[src/rtl/psu_sweep_ctrl.sv]
// rtl/psu_sweep_ctrl.sv - holds one PSU mask set and sweeps uc/qb demux selects as paced beats
module psu_sweep_ctrl #(
  parameter int NUM_PCU     = 4,
  parameter int NUM_PCUQB   = 16,
  parameter int PCHADDR_BW  = 4,
  parameter int NUM_UCC     = 2,
  parameter int NUM_UC      = 4,
  parameter int NUM_QBCTRL  = 2,
  parameter int NUM_QB      = 4,
  parameter int UCADDR_BW   = 2,
  parameter int QBADDR_BW   = 2
) (
  input  logic                              clk,
  input  logic                              rst,
  input  logic                              in_valid,
  output logic                              in_ready,
  input  logic [NUM_PCU*PCHADDR_BW-1:0]     pchidx_in,
  input  logic [NUM_PCU-1:0]                pivalid_in,
  input  logic [NUM_PCU*NUM_PCUQB-1:0]      mask_in,
  input  logic [NUM_PCU*NUM_PCUQB-1:0]      special_in,
  input  logic                              abort,
  output logic [NUM_PCU*PCHADDR_BW-1:0]     pchidx_list,
  output logic [NUM_PCU-1:0]                pivalid_list,
  output logic [NUM_PCU*NUM_PCUQB-1:0]      mask_array,
  output logic [NUM_PCU*NUM_PCUQB-1:0]      special_array,
  output logic [NUM_UCC*UCADDR_BW-1:0]      uc_counter,
  output logic [NUM_QBCTRL*QBADDR_BW-1:0]   qb_counter,
  output logic                              out_valid,
  input  logic                              out_ready,
  output logic                              out_last,
  output logic                              busy,
  output logic                              done
);
  localparam int UC_STEPS = NUM_UC / NUM_UCC;
  localparam int QB_STEPS = NUM_QB / NUM_QBCTRL;
  localparam int UCS_W    = (UC_STEPS > 1) ? $clog2(UC_STEPS) : 1;
  localparam int QBS_W    = (QB_STEPS > 1) ? $clog2(QB_STEPS) : 1;

  typedef enum logic [1:0] {IDLE, SWEEP, DONE} state_t;

  state_t             state;
  logic [UCS_W-1:0]   uc_step;
  logic [QBS_W-1:0]   qb_step;
  logic               uc_end;
  logic               qb_end;

  assign uc_end   = (uc_step == UCS_W'(UC_STEPS - 1));
  assign qb_end   = (qb_step == QBS_W'(QB_STEPS - 1));
  assign out_last = (state == SWEEP) && uc_end && qb_end;

  // Lane values are formed at 32 bits and truncated to the address width.
  for (genvar j = 0; j < NUM_UCC; j++) begin : g_uc_lane
    assign uc_counter[j*UCADDR_BW +: UCADDR_BW] = UCADDR_BW'(32'(uc_step) * NUM_UCC + j);
  end
  for (genvar k = 0; k < NUM_QBCTRL; k++) begin : g_qb_lane
    assign qb_counter[k*QBADDR_BW +: QBADDR_BW] = QBADDR_BW'(32'(qb_step) * NUM_QBCTRL + k);
  end

  always_ff @(posedge clk) begin
    if (rst) begin
      state         <= IDLE;
      uc_step       <= '0;
      qb_step       <= '0;
      pchidx_list   <= '0;
      pivalid_list  <= '0;
      mask_array    <= '0;
      special_array <= '0;
      in_ready      <= 1'b1;
      out_valid     <= 1'b0;
      busy          <= 1'b0;
      done          <= 1'b0;
    end else begin
      case (state)
        IDLE: begin
          // abort outranks a simultaneous offer: nothing is latched
          if (in_valid && !abort) begin
            pchidx_list   <= pchidx_in;
            pivalid_list  <= pivalid_in;
            mask_array    <= mask_in;
            special_array <= special_in;
            uc_step       <= '0;
            qb_step       <= '0;
            state         <= SWEEP;
            in_ready      <= 1'b0;
            out_valid     <= 1'b1;
            busy          <= 1'b1;
          end
        end
        SWEEP: begin
          if (abort) begin
            state     <= IDLE;
            in_ready  <= 1'b1;
            out_valid <= 1'b0;
            busy      <= 1'b0;
          end else if (out_ready) begin
            if (!qb_end) begin
              qb_step <= qb_step + QBS_W'(1);
            end else begin
              qb_step <= '0;
              if (uc_end) begin
                state     <= DONE;
                out_valid <= 1'b0;
                done      <= 1'b1;
              end else begin
                uc_step <= uc_step + UCS_W'(1);
              end
            end
          end
        end
        DONE: begin
          state    <= IDLE;
          in_ready <= 1'b1;
          busy     <= 1'b0;
          done     <= 1'b0;
        end
        default: begin
          state     <= IDLE;
          in_ready  <= 1'b1;
          out_valid <= 1'b0;
          busy      <= 1'b0;
          done      <= 1'b0;
        end
      endcase
    end
  end
endmodule

[config.mk]
export PLATFORM = sky130hd
export DESIGN_NAME = psu_sweep_ctrl
export DESIGN_NICKNAME = d
export VERILOG_FILES = /design/src/rtl/psu_sweep_ctrl.sv
export SDC_FILE = /design/constraint.sdc
export NUM_CORES = 1
export LEC_CHECK = 0
export CORE_AREA = 2 2 124 126
export DETAILED_ROUTE_END_ITERATION = 7
export DIE_AREA = 0 0 126 128
export PLACE_DENSITY = 0.83
export SYNTH_ARGS = -nofsm -noshare
export SYNTH_HDL_FRONTEND = slang
export SYNTH_SLANG_ARGS = --single-unit
[constraint.sdc]
create_clock -name clk -period 2 [get_ports clk]
set_input_delay 0.4 -clock clk [delete_from_list [all_inputs] [get_ports clk]]
set_output_delay 0.4 -clock clk [all_outputs]
set_load 0.01 [all_outputs]
==> metrics, run 1 <==
result of the run=finished clean; Die Ht=around 130 um; maximum VDD drop=0.562 mV; clock tree sinks=156; maximum single-stage delay on the critical path=0.57 ns; total congestion overflow=0; number of detailed-route iterations in the first pass=4; Sum Neg Setup Slack=0 ns; DR iter-0 viols=222; kind of capture point of the worst setup path=output port; clock tree from TritonCTS=built; io pins=314; length in cells of the worst reg-to-reg path=4; number of CTS-inserted buffers=17; count of fill cells added during filler insertion=roughly 1300; WP data arrival=1.37 ns; final worst hold slack=between 0.4 and 0.5 ns; ANT nets after route=0; number of diodes added for antenna fixing=0; Post-Place Worst Slack=-0.0576 ns; share of final-layout standard cells stronger than drive strength 1=0.0584; number of vias after detailed routing=about 5600; area of the mapped netlist=5550 um^2; ratio of routed vias to standard cells=approximately 4.8; Yosys Warn Count=0; switching power share of the total=0.229; share of the clock period used by the worst path after layout=0.885; sum of routed wire length over all layers=between 15000 and 20000 um; placed insts=1149; aggregate global-route resource usage=0.209; synthesis-stage register bit count=156; type of the worst setup path=flop to output port; width of the die=126 um; Max H-tree Level=4; CP Buf/Inv Count=1; Hold Vio Cnt, Final=0; final count of pins violating max slew=0; initial core utilization=0.373; maximum operating frequency=565 MHz; per-instance average area after synthesis=8.03 um^2; count of maximum capacitance violations=0; leakage power=3.45 nW; Worst Setup Slack, final=0.229 ns; highest fanout seen on the critical path=6; via count of the first global-routing pass=5390; master cell of the clock root buffer=clkbuf_16; maximum number of pins on one net before global-route repair=76; dominant delay contributor by cell family on the critical path=buffers and inverters; Post-Route Utilization=0.635; synthesized netlist cell count=just under 700; Final min period=approximately 1.8 ns; setup repair after global routing missed its margin=no; min-delay worst type=input pin to flop; number of stages on the worst hold path=2; Final Skew=0.00837 ns; post-detailed-placement half-perimeter wirelength=12300 um; number of post-CTS setup repair buffers=0; site row count=45; Finish-stage setup viols=0; Clk network pwr share=0.440; global placer's final weighted congestion=between 0.8 and 0.9; number of non-filler instances in the completed layout=1181; Switching Power=about 1.8 mW; Req. time, crit path=between 1.5 and 2 ns; portion of the post-synthesis area used by sequential elements=0.563; clock slew at reported path FFs=0.07 ns; area growth from synthesis to final layout=70.1%; average detailed-routed wire length per instance=roughly 15 um; Seq pwr share=0.424; DRC errors left=0; unique cell type count in the Yosys netlist=25; crit start category=flop; number of antenna violations at the first check in global routing=0; latest clock arrival within the worst-skew pair=0.42 ns; combinational share of power=0.136; global-route wire length before repair=around 27000 um; deepest clock path buffer count=2; internal cell power=6.04 mW; die outline area=16100 um^2; number of buffer cells added on primary ports=309; power density normalized to cell area=831 nW/um^2; most common cell after layout, fill and taps aside=clkdlybuf4s50_1; cell depth of the worst setup path=1; Cell Chain, Critical Path=clkdlybuf4s50_1; Nets=1133; Crit-path slowest cell=clkdlybuf4s50_1; commonest cells after routing, fill and taps aside=clkdlybuf4s50_1 (307), nand2_1 (297), dfxtp_1 (153); core area=around 15000 um^2
layout make-up:
| class | instances | area [um^2] | area share |
|---|---|---|---|
| flip-flops and latches | 156 | 3130 | 0.331 |
| well taps | 188 | 235 | 0.0249 |
| multi-input cells | 475 | 2050 | 0.217 |
| clock buffers | 19 | 453 | 0.0480 |
| clock inverters | 13 | 188 | 0.0199 |
| repair buffers | 329 | 3380 | 0.358 |
| inverters | 1 | 3.75 | 0.000398 |
synthesized netlist by cell type:
cell,instances,area share
dfxtp_1,156,0.56
nor2_1,4,0.0027
clkbuf_1,23,0.016
nand2_1,297,0.20
buf_4,8,0.011
buf_2,16,0.014
conb_1,2,0.0014
inv_1,1,0.00068
a21o_1,1,0.0014
or4b_1,1,0.0018
a21oi_1,152,0.14
nand4_1,1,0.0011
nor4b_4,1,0.0043
a311oi_1,1,0.0016
buf_6,14,0.028
nor4_1,1,0.0011
nor4bb_1,1,0.0018
nor3b_1,1,0.0014
o31ai_1,1,0.0014
nor4b_1,1,0.0016
nor3_1,2,0.0018
nor2b_1,1,0.0011
o21ai_0,3,0.0027
a41oi_1,1,0.0016
nand3_1,1,0.00090
power groups by stage:
stage                     Sequential (mW)  Combinational (mW)  Clock [mW]
after floorplan                      3.45               0.330           0
after global placement               3.39                1.06           0
after detailed placement             3.39                1.07           0
after CTS                            3.33                1.08        3.52
after global routing                 3.34                1.16        3.66
final                                3.32                1.07        3.45
metal layers:
metal | global-route usage | share of wire
met2 | 0.365 | 0.51
met5 | 0 | 0
met3 | 0.0689 | 0.081
met4 | 0.0834 | 0.023
met1 | 0.236 | 0.39
logic make-up (layout without fill, tap and decap cells):
logic type | Yosys count | count (layout) | share of synthesized area
other | 2 | 4 | 0.00135
AOI/OAI and AO/OA | 159 | 159 | 0.146
buffers and inverters | 62 | 362 | 0.0699
DFF | 156 | 156 | 0.563
and+or+nand+nor | 312 | 312 | 0.220
sequential cells by signal (all words and copies together), names as in the netlist:
| name | count |
|---|---|
| in_ready | 1 |
| done | 1 |
| busy | 1 |
| pchidx_list | 16 |
| qb_end | 1 |
| pivalid_list | 4 |
| special_array | 64 |
| out_valid | 1 |
| mask_array | 64 |
| uc_end | 1 |
| state | 2 |
stage by stage:
stage | area, um^2 | power (mW)
3_3_place_gp | 8790 | 4.45
5_1_grt | 9440 | 8.16
3_5_place_dp | 8790 | 4.47
2_1_floorplan | 5560 | 3.78
6_report | 9440 | 7.84
4_1_cts | 9440 | 7.92
what timing repair did:
action                                  in CTS  in global routing
resized for setup                            4                  1
hold buffers                                 0                  0
endpoints found under the setup margin       1                  1
hold endpoints to repair                     0                  0
worst paths after layout:
| check | from | to | slack (ns) |
|---|---|---|---|
| min | rst | special_array[2] | 0.43 |
| min reg2reg | special_array[2] | special_array[2] | 0.45 |
| max reg2reg | state[1] | mask_array[44] | 0.41 |
| max | uc_end | uc_counter[1] | 0.23 |
No activity file was read; power rests on OpenSTA's default activity.
==> run 2, diff against run 1 <==
==> config.mk (replaced) <==
export PLATFORM = sky130hd
export DESIGN_NAME = psu_sweep_ctrl
export DESIGN_NICKNAME = d
export VERILOG_FILES = /design/src/rtl/psu_sweep_ctrl.sv
export SDC_FILE = /design/constraint.sdc
export NUM_CORES = 1
export LEC_CHECK = 0
export CORE_AREA = 2 2 129 131
export DETAILED_ROUTE_END_ITERATION = 7
export DIE_AREA = 0 0 131 133
export PLACE_DENSITY = 0.81
export SYNTH_ARGS = -nofsm -noshare
export SYNTH_HDL_FRONTEND = slang
export SYNTH_SLANG_ARGS = --single-unit
==> constraint.sdc (replaced) <==
create_clock -name clk -period 1.58 [get_ports clk]
set_input_delay 0.316 -clock clk [delete_from_list [all_inputs] [get_ports clk]]
set_output_delay 0.316 -clock clk [all_outputs]
set_load 0.01 [all_outputs]
==> run 2 against run 1 <==
  * Critical path depth up 3
  * Design area fell by 1.5%
  * Routed wire length shrank 1.2%
  * Count of clock-buffer cells in the layout grew 3
  * Worst setup slack worse by 0.20 ns
  * Largest cell class unchanged
  * Sequential power is 27% higher
  * Global-route usage decreased by 2.0 points
==> metrics, run 2 (same netlist as run 1, synthesis figures left out) <==
commonest cells after routing, fill and taps aside=nand2_1 (297), dlygate4sd2_1 (156), dfxtp_1 (154) (was clkdlybuf4s50_1 (307), nand2_1 (297), dfxtp_1 (153)); Worst Setup Slack, final=0.0331 ns (was 0.229 ns); maximum number of pins on one net before global-route repair=86 (was 76); number of vias after detailed routing=5648 (was 5632); crit start category=flop (unchanged); type of the worst setup path=flop to flop (was flop to output port); WP data arrival=1.82 ns (was 1.37 ns); ANT nets after route=0 (unchanged); Worst R2R End=special_array[20] (was mask_array[44]); Switching Power=2.22 mW (was 1.80 mW); Max H-tree Level=4 (unchanged); kind of capture point of the worst setup path=flop (was output port); Nets=1144 (was 1133); ratio of routed vias to standard cells=4.61 (was 4.77); startpoint of the worst-slack reg-to-reg timing path=state[1] (unchanged); setup repair after global routing missed its margin=yes (was no); startpoint of the worst hold path=rst (unchanged); count of maximum capacitance violations=0 (unchanged); initial core utilization=0.343 (was 0.373); deepest clock path buffer count=2 (unchanged); biggest registers after layout=mask_array x64, special_array x64, pchidx_list x16 (unchanged); Die Ht=133 um (was 128 um); internal cell power=7.52 mW (was 6.04 mW); share of the clock period used by the worst path after layout=0.979; maximum operating frequency=646 MHz; clock slew at reported path FFs=0.06 ns (was 0.07 ns); number of detailed-route iterations in the first pass=4 (unchanged); cts-stage hold buffer count=0 (unchanged); Hold Vio Cnt, Final=0 (unchanged); power density normalized to cell area=1050 nW/um^2 (was 831 nW/um^2); DR iter-0 viols=228 (was 222); overall power=9.74 mW (was 7.84 mW); Final min period=1.55 ns; switching power share of the total=0.228 (was 0.229); CP Buf/Inv Count=1 (unchanged); combinational share of power=0.126 (was 0.136); Final Skew=0.00985 ns (was 0.00837 ns); number of buffer cells added on primary ports=309 (unchanged); sum of routed wire length over all layers=17000 um (was 17200 um); core area=16200 um^2 (was 14900 um^2); number of non-filler instances in the completed layout=1224 (was 1181); clock tree from TritonCTS=built (unchanged); via count of the first global-routing pass=5331 (was 5390); area growth from synthesis to final layout=67.5% (was 70.1%); leakage power=4.13 nW (was 3.45 nW); global-route wire length before repair=26200 um (was 27100 um); length in cells of the worst reg-to-reg path=4 (unchanged); die outline area=17400 um^2 (was 16100 um^2); Post-Place Worst Slack=-0.363 ns (was -0.0576 ns); cell depth of the worst setup path=4 (was 1); Crit-path slowest cell=or4b_4 (was clkdlybuf4s50_1); Cell Chain, Critical Path=or4b_4 > buf_12 > nand2_1 > a21oi_1 (was clkdlybuf4s50_1); aggregate global-route resource usage=0.189 (was 0.209); Finish-stage setup viols=0 (unchanged); post-detailed-placement half-perimeter wirelength=12300 um (about the same); maximum VDD drop=0.709 mV (was 0.562 mV); width of the die=131 um (was 126 um); dominant delay contributor by cell family on the critical path=simple AND/OR/NAND/NOR gates (was buffers and inverters); io pins=314 (unchanged); most common cell after layout, fill and taps aside=nand2_1 (was clkdlybuf4s50_1); number of CTS-inserted buffers=17 (unchanged); final count of pins violating max slew=0 (unchanged); number of diodes added for antenna fixing=0 (unchanged); DRC errors left=0 (unchanged); highest fanout seen on the critical path=79 (was 6); min-delay worst type=input pin to flop (unchanged); average detailed-routed wire length per instance=13.9 um (was 14.6 um); setup slack of the most critical reg-to-reg path=0.03 ns (was 0.41 ns); maximum single-stage delay on the critical path=0.59 ns (was 0.57 ns); placed insts=1192 (was 1149); Req. time, crit path=1.85 ns (was 1.60 ns); Clk network pwr share=0.443 (was 0.440); site row count=47 (was 45); share of final-layout standard cells stronger than drive strength 1=0.0657 (was 0.0584); result of the run=finished clean (unchanged); Seq pwr share=0.431 (was 0.424); latest clock arrival within the worst-skew pair=0.41 ns (was 0.42 ns); clock tree sinks=156 (unchanged); number of post-CTS setup repair buffers=0 (unchanged); total congestion overflow=0 (unchanged); number of stages on the worst hold path=2 (unchanged); master cell of the clock root buffer=clkbuf_16 (unchanged); global placer's final weighted congestion=0.804 (was 0.822); hold-critical path endpoint=mask_array[63] (was special_array[2]); number of antenna violations at the first check in global routing=0 (unchanged)
[run 2: metal layers]
layer,GRT usage,routed length (um),share of wire,up-vias
li1,-,-,-,2819
met5,0,0,0,-
met3,0.0675,1480,0.087,26
met4,0.0709,346,0.020,0
met1,0.206,6700,0.39,2606
met2,0.331,8460,0.50,197
[run 2: power by group through the flow]
| stage | registers, mW | logic, mW | clock network (mW) |
|---|---|---|---|
| after floorplan | 4.37 | 0.424 | 0 |
| after global placement | 4.28 | 1.34 | 0 |
| after detailed placement | 4.29 | 1.35 | 0 |
| after CTS | 4.20 | 1.24 | 4.43 |
| after global routing | 4.21 | 1.34 | 4.59 |
| final | 4.20 | 1.23 | 4.32 |
[run 2: worst max path at each step]
stage,end,startpoint
after floorplan,mask_array[14],state[1]
after global placement,special_array[31],abort
after detailed placement,special_array[16],abort
after CTS,special_array[20],abort
after global routing,mask_array[57],abort
final,special_array[20],state[1]
[run 2: layout make-up]
class	count	area [um^2]
fillers	1471	6870
repair buffers	340	3210
flip-flops and latches	156	3130
multi-input cells	475	2050
clock buffers	22	464
well taps	220	275
clock inverters	10	163
inverters	1	3.75
[run 2: stage by stage]
step                setup TNS (ns)  area, um^2  utilization  hold slack [ns]
floorplan                        0        5580            -            0.452
global placement            -40.03        8860        0.548            0.437
detailed placement          -45.03        8860        0.548            0.442
CTS                              0        9300        0.575            0.218
global route               -0.0619        9300        0.575            0.224
finish                           0        9300        0.575            0.239
[run 2: timing repair]
item | 4_1_cts | 5_1_grt
gates resized for setup | 163 | 1
endpoints found under the setup margin | 157 | 23
hold endpoints to repair | 0 | 0
[run 2: worst register-to-register path: cells and delay by family (launching register included)]
family	cells	cell delay (ns)
buffers and inverters	1	0.22
AO/OA/AOI/OAI	1	0.07
flip-flops	1	0.35
AND/OR/NAND/NOR	2	0.79
==> run 3, diff against run 2 <==
==> config.mk (replaced) <==
export PLATFORM = sky130hd
export DESIGN_NAME = psu_sweep_ctrl
export DESIGN_NICKNAME = d
export VERILOG_FILES = /design/src/rtl/psu_sweep_ctrl.sv
export SDC_FILE = /design/constraint.sdc
export NUM_CORES = 1
export LEC_CHECK = 0
export CORE_AREA = 2 2 124 126
export DETAILED_ROUTE_END_ITERATION = 7
export DIE_AREA = 0 0 126 128
export PLACE_DENSITY = 0.83
export SYNTH_ARGS = -nofsm -noshare
export SYNTH_HDL_FRONTEND = slang
export SYNTH_SLANG_ARGS = --single-unit
==> constraint.sdc (replaced) <==
create_clock -name clk -period 1.7 [get_ports clk]
set_input_delay 0.34 -clock clk [delete_from_list [all_inputs] [get_ports clk]]
set_output_delay 0.34 -clock clk [all_outputs]
set_load 0.01 [all_outputs]
==> run 3 against run 2 <==
  * Clock skew shrank 0.0022 ns
  * Count of clock-buffer cells in the layout shrank 2
  * Sequential share of layout area shrank 0.52 points
  * Highest routed layer unchanged
  * Via count shrank 0.73%
  * Utilization grew 6.0 points
==> metrics, run 3 (same netlist as run 1, synthesis figures left out) <==
ANT nets after route=0 (unchanged); Seq pwr share=0.437 (was 0.431); maximum number of pins on one net before global-route repair=69 (was 86); WP data arrival=1.32 ns (was 1.82 ns); maximum VDD drop=0.725 mV (was 0.709 mV); width of the die=126 um (was 131 um); cts-stage hold buffer count=0 (unchanged); Die Ht=128 um (was 133 um); startpoint of the worst-slack reg-to-reg timing path=state[0] (was state[1]); sum of routed wire length over all layers=17100 um (was 17000 um); cell depth of the worst setup path=1 (was 4); initial core utilization=0.373 (was 0.343); internal cell power=6.82 mW (was 7.52 mW); dominant delay contributor by cell family on the critical path=buffers and inverters (was simple AND/OR/NAND/NOR gates); switching power share of the total=0.239 (was 0.228); average detailed-routed wire length per instance=14.5 um (was 13.9 um); crit start category=flop (unchanged); number of vias after detailed routing=5607 (was 5648); Hold Vio Cnt, Final=0 (unchanged); share of final-layout standard cells stronger than drive strength 1=0.0592 (was 0.0657); deepest clock path buffer count=2 (unchanged); clock slew at reported path FFs=0.07 ns (was 0.06 ns); Switching Power=2.14 mW (was 2.22 mW); most common cell after layout, fill and taps aside=nand2_1 (unchanged); total congestion overflow=0 (unchanged); latest clock arrival within the worst-skew pair=0.41 ns (about the same); Clk network pwr share=0.424 (was 0.443); CP Buf/Inv Count=1 (unchanged); final count of pins violating max slew=0 (unchanged); routed metal-1 wire length=6730 um (was 6700 um); Sum Neg Setup Slack=0 ns (unchanged); Final min period=approximately 1.7 ns; min-delay worst type=input pin to flop (unchanged); highest fanout seen on the critical path=2 (was 79); result of the run=finished clean (unchanged); combinational share of power=0.140 (was 0.126); number of detailed-route iterations in the first pass=4 (unchanged); number of antenna violations at the first check in global routing=0 (unchanged); ratio of routed vias to standard cells=4.73 (was 4.61); setup slack of the most critical reg-to-reg path=0.12 ns (was 0.03 ns); Final Skew=0.00761 ns (was 0.00985 ns); biggest registers after layout=mask_array x64, special_array x64, pchidx_list x16 (unchanged); Cell Chain, Critical Path=clkdlybuf4s50_1 (was or4b_4 > buf_12 > nand2_1 > a21oi_1); maximum operating frequency=603 MHz; Critical Path Source=done (was state[1]); maximum single-stage delay on the critical path=0.57 ns (was 0.59 ns); number of post-CTS setup repair buffers=0 (unchanged); site row count=45 (was 47); power density normalized to cell area=949 nW/um^2 (was 1050 nW/um^2); startpoint of the worst hold path=rst (unchanged); number of CTS-inserted buffers=17 (unchanged); global-route wire length before repair=26900 um (was 26200 um); DRC errors left=0 (unchanged); kind of capture point of the worst setup path=output port (was flop); clock tree from TritonCTS=built (unchanged); count of maximum capacitance violations=0 (unchanged); length in cells of the worst reg-to-reg path=5 (was 4); number of buffer cells added on primary ports=309 (unchanged); share of the clock period used by the worst path after layout=0.975; master cell of the clock root buffer=clkbuf_16 (unchanged); number of diodes added for antenna fixing=0 (unchanged); overall power=8.96 mW (was 9.74 mW); post-detailed-placement half-perimeter wirelength=12200 um (was 12300 um); Max H-tree Level=4 (unchanged); Req. time, crit path=1.36 ns (was 1.85 ns); io pins=314 (unchanged); DR iter-0 viols=299 (was 228); clock tree sinks=156 (unchanged); setup repair after global routing missed its margin=no (was yes); Crit-path slowest cell=clkdlybuf4s50_1 (was or4b_4); via count of the first global-routing pass=5351 (was 5331); Worst setup endpoint=done (was special_array[20]); total met3 wirelength after detailed routing=1400 um (was 1480 um); Nets=1137 (was 1144); aggregate global-route resource usage=0.207 (was 0.189); met2 routed WL=8620 um (was 8460 um); Worst R2R End=mask_array[15] (was special_array[20]); commonest cells after routing, fill and taps aside=nand2_1 (297), clkdlybuf4s50_1 (286), dfxtp_1 (155) (was nand2_1 (297), dlygate4sd2_1 (156), dfxtp_1 (154)); die outline area=16100 um^2 (was 17400 um^2); area growth from synthesis to final layout=70.0% (was 67.5%); topmost layer with routed signal wires=met4 (unchanged); global placer's final weighted congestion=0.820 (was 0.804); core area=14900 um^2 (was 16200 um^2); type of the worst setup path=flop to output port (was flop to flop); leakage power=3.71 nW (was 4.13 nW); Finish-stage setup viols=0 (unchanged)
## run 3: changes by cell type in the layout (fill, tap and decap cells not counted), moves of 3 or more
| cell | change |
|---|---|
| dlygate4sd2_1 | -150 |
| clkdlybuf4s50_1 | +135 |
| dlymetal6s2s_1 | +15 |
| buf_4 | -9 |
| buf_12 | +3 |
## run 3: repair_timing
| action | in CTS | in global routing |
|---|---|---|
| gates resized for setup | 8 | 16 |
| endpoints found under the setup margin | 7 | 16 |
| gates cloned | 0 | 0 |
## run 3: worst min-delay path by stage
stage	to	slack, ns	cells past startpoint
4_1_cts	mask_array[19]	0.29	2
5_1_grt	mask_array[19]	0.30	2
2_1_floorplan	mask_array[0]	0.48	2
3_5_place_dp	mask_array[4]	0.45	2
6_report	mask_array[19]	0.30	2
3_3_place_gp	done	0.43	1
## run 3: final cells by class
type	instances	area (um^2)
Tap cell	188	235
Clock buffer	20	457
Inverter	1	3.75
Fill cell	1248	5430
Multi-Input combinational cell	475	2050
Sequential cell	156	3120
Clock inverter	12	138
Timing Repair Buffer	333	3430
## run 3: power by group through the flow
stage          Combinational [mW]  Clock (mW)  Sequential (mW)
2_1_floorplan               0.388           0             4.06
3_3_place_gp                 1.25           0             3.98
3_5_place_dp                 1.26           0             3.99
4_1_cts                      1.26        3.86             3.91
5_1_grt                      1.35        4.05             3.93
6_report                     1.25        3.79             3.91
## run 3: metal layers
metal  up-vias  global-route usage
met5         -                   0
met4         0              0.0814
met2       220               0.361
met1      2556               0.234
li1       2799                   -
met3        32              0.0714
## run 3: stage by stage
stage,setup slack (ns),instance area [um^2],utilization,std cells,hold slack (ns)
after detailed placement,-0.255,8810,0.593,1153,0.446
after global placement,-0.201,8810,0.593,1153,0.433
after global routing,0.000525,9430,0.635,1185,0.302
after floorplan,0.0873,5560,-,693,0.476
after CTS,0.00328,9400,0.632,1185,0.285
final,0.0425,9430,0.635,1185,0.304
## run 3: worst register-to-register path: cells and delay by family (launching register included)
family,cells,cell delay [ns]
simple gates,2,0.41
compound gates,1,0.19
flops,1,0.35
buf+inv,2,0.55
==> variant (flow settings as in run 3) <==
Change the parameter `NUM_UC` from 4 to 2.
--- a/src/rtl/psu_sweep_ctrl.sv
+++ b/src/rtl/psu_sweep_ctrl.sv
@@ -4,7 +4,7 @@
   parameter int NUM_PCUQB   = 16,
   parameter int PCHADDR_BW  = 4,
   parameter int NUM_UCC     = 2,
-  parameter int NUM_UC      = 4,
+  parameter int NUM_UC      = 2,
   parameter int NUM_QBCTRL  = 2,
   parameter int NUM_QB      = 4,
   parameter int UCADDR_BW   = 2,
Behaviour: not the same (a bounded check fails within 4 cycles, from zero or initial values and one cycle with rst high).
==> variant against run 3 <==
Setup slack better by 0.011 ns; total power down 1.4%; design area down 0.68%; sequential cell count down 1; clock skew up 0.0012 ns; clock power down 3%; area after synthesis down 0.77%; global-route usage down 0.47 points; critical path depth unchanged; utilization down 0.43 points; routed wire length down 1.4%; sequential share of layout area about the same.
==> variant: results (changes against run 3) <==
Status
The flow ran to the end, and the final reports show no timing, DRC or antenna violations.

Placement
The post-detailed-placement half-perimeter wirelength is 12.1 mm (-0.87%). The setup slack at placement was -0.244 ns (+0.0106 ns). The post-place instance area is 0.00874 sq mm (-0.74%). The number of buffer cells added on primary ports is 307 (-0.65%). The routability congestion estimate from global placement is 0.785 (-4.3%).

Critical path
The endpoint of the worst register-to-register path is special_array[3]$_SDFFE_PP0P_. The critical path endpoint is pchidx_list[8]. The startpoint identified for the worst register-to-register timing path is state[1]$_SDFFE_PP0P_. The worst reg-to-reg path cell count is 4 (-1).

Pwr
The power in the clock group was 3.69 mW (-3%). The leakage power total came to 3.76 nW (+1.5%). The net switching power figure is 2.05 mW (-3.9%). The largest voltage drop on the vdd net is 0.561 mV (-23%). The power density normalized to cell area was 942 mW/mm^2 (-0.76%).

Final layout
The proportion of layout cells with a drive suffix above 1 is 0.0602 (+0.00100). The final core area utilization is 0.630 (-0.00429). The count of fill cells added during filler insertion is 1,217 (-2.5%).

Route
The vias per cell came to 4.70 (-0.59%). The length of the first detailed-routing pass in iterations is 6 (+2). The post-route met1 wirelength came to 6.84 mm (+1.7%). The violation count after the first detailed-route iteration was 205 (-31%). The routed wire length is 16.9 mm (-1.4%). The met3 routed wirelength is 1.26 mm (-10%). The uppermost layer routed is met4.

Global routing
The overall global routing resource usage is 0.203 (-0.00468). The wire length of the first global-routing pass is 26.2 mm (-2.4%).

Synthesis
The share of synthesized area occupied by flip-flops and latches came to 0.563 (+0.000711). Counting instances in the post-synthesis netlist gives the leading cell types as 299 x sky130_fd_sc_hd__nand2_1, 155 x sky130_fd_sc_hd__dfxtp_1, 152 x sky130_fd_sc_hd__a21oi_1. The number of different library cells in the post-synthesis netlist is 21 (-16%). Yosys attributes the largest share of cell area to sky130_fd_sc_hd__dfxtp_1 56%, sky130_fd_sc_hd__nand2_1 20%, sky130_fd_sc_hd__a21oi_1 14%.

STA
The fmax came to 0.607 GHz (+0.67%). The worst clock skew was 0.00883 ns (+0.00122 ns).

Clock tree
The clock tree buffer depth is 2 (unchanged). The number of instances resized during post-cts repair is 8 (unchanged).
-- variant: cell count changes in the layout (fill, tap and decap cells not counted), moves of 3 or more --
| cell | change |
|---|---|
| sky130_fd_sc_hd__dlymetal6s2s_1 | +5 |
| sky130_fd_sc_hd__clkdlybuf4s50_1 | -5 |
| sky130_fd_sc_hd__buf_4 | +3 |
| sky130_fd_sc_hd__dfxtp_1 | -3 |
-- variant: per-stage QoR --
step                      cells  setup TNS [ns]
after floorplan             694               0
after global placement     1153          -22.30
after detailed placement   1153          -27.70
after CTS                  1185               0
after global routing       1185               0
final                      1185               0
-- variant: area by class of cell --
type                       instances  area share
multi-input combinational        477       0.218
sequential                       155       0.332
timing repair buffer             332       0.363
clock buffer                      22      0.0495
inverter                           1    0.000401
tap                              188      0.0251
clock inverter                    10      0.0123
-- variant: how the worst min path moves through the flow --
stage	start	endpoint	slack [ns]	cells past startpoint
floorplan	mask_in[0]	mask_array[0]$_SDFFE_PP0P_	0.48	2
global placement	special_array[12]$_SDFFE_PP0P_	special_array[12]$_SDFFE_PP0P_	0.44	2
detailed placement	special_array[50]$_SDFFE_PP0P_	special_array[50]$_SDFFE_PP0P_	0.45	2
CTS	rst	special_array[62]$_SDFFE_PP0P_	0.33	2
global route	rst	mask_array[10]$_SDFFE_PP0P_	0.35	2
finish	rst	mask_array[15]$_SDFFE_PP0P_	0.35	2
-- variant: routing by layer --
layer	track usage	up-vias
met5	0	-
met4	0.0899	0
met3	0.0705	39
met2	0.338	224
met1	0.237	2527
li1	-	2784
-- variant: cell families after synthesis --
family | count (synthesis) | share of synthesized area
and+or+nand+nor | 313 | 0.220
AOI/OAI and AO/OA | 158 | 0.145
DFF | 155 | 0.563
buffers and inverters | 62 | 0.0706
other | 2 | 0.00136
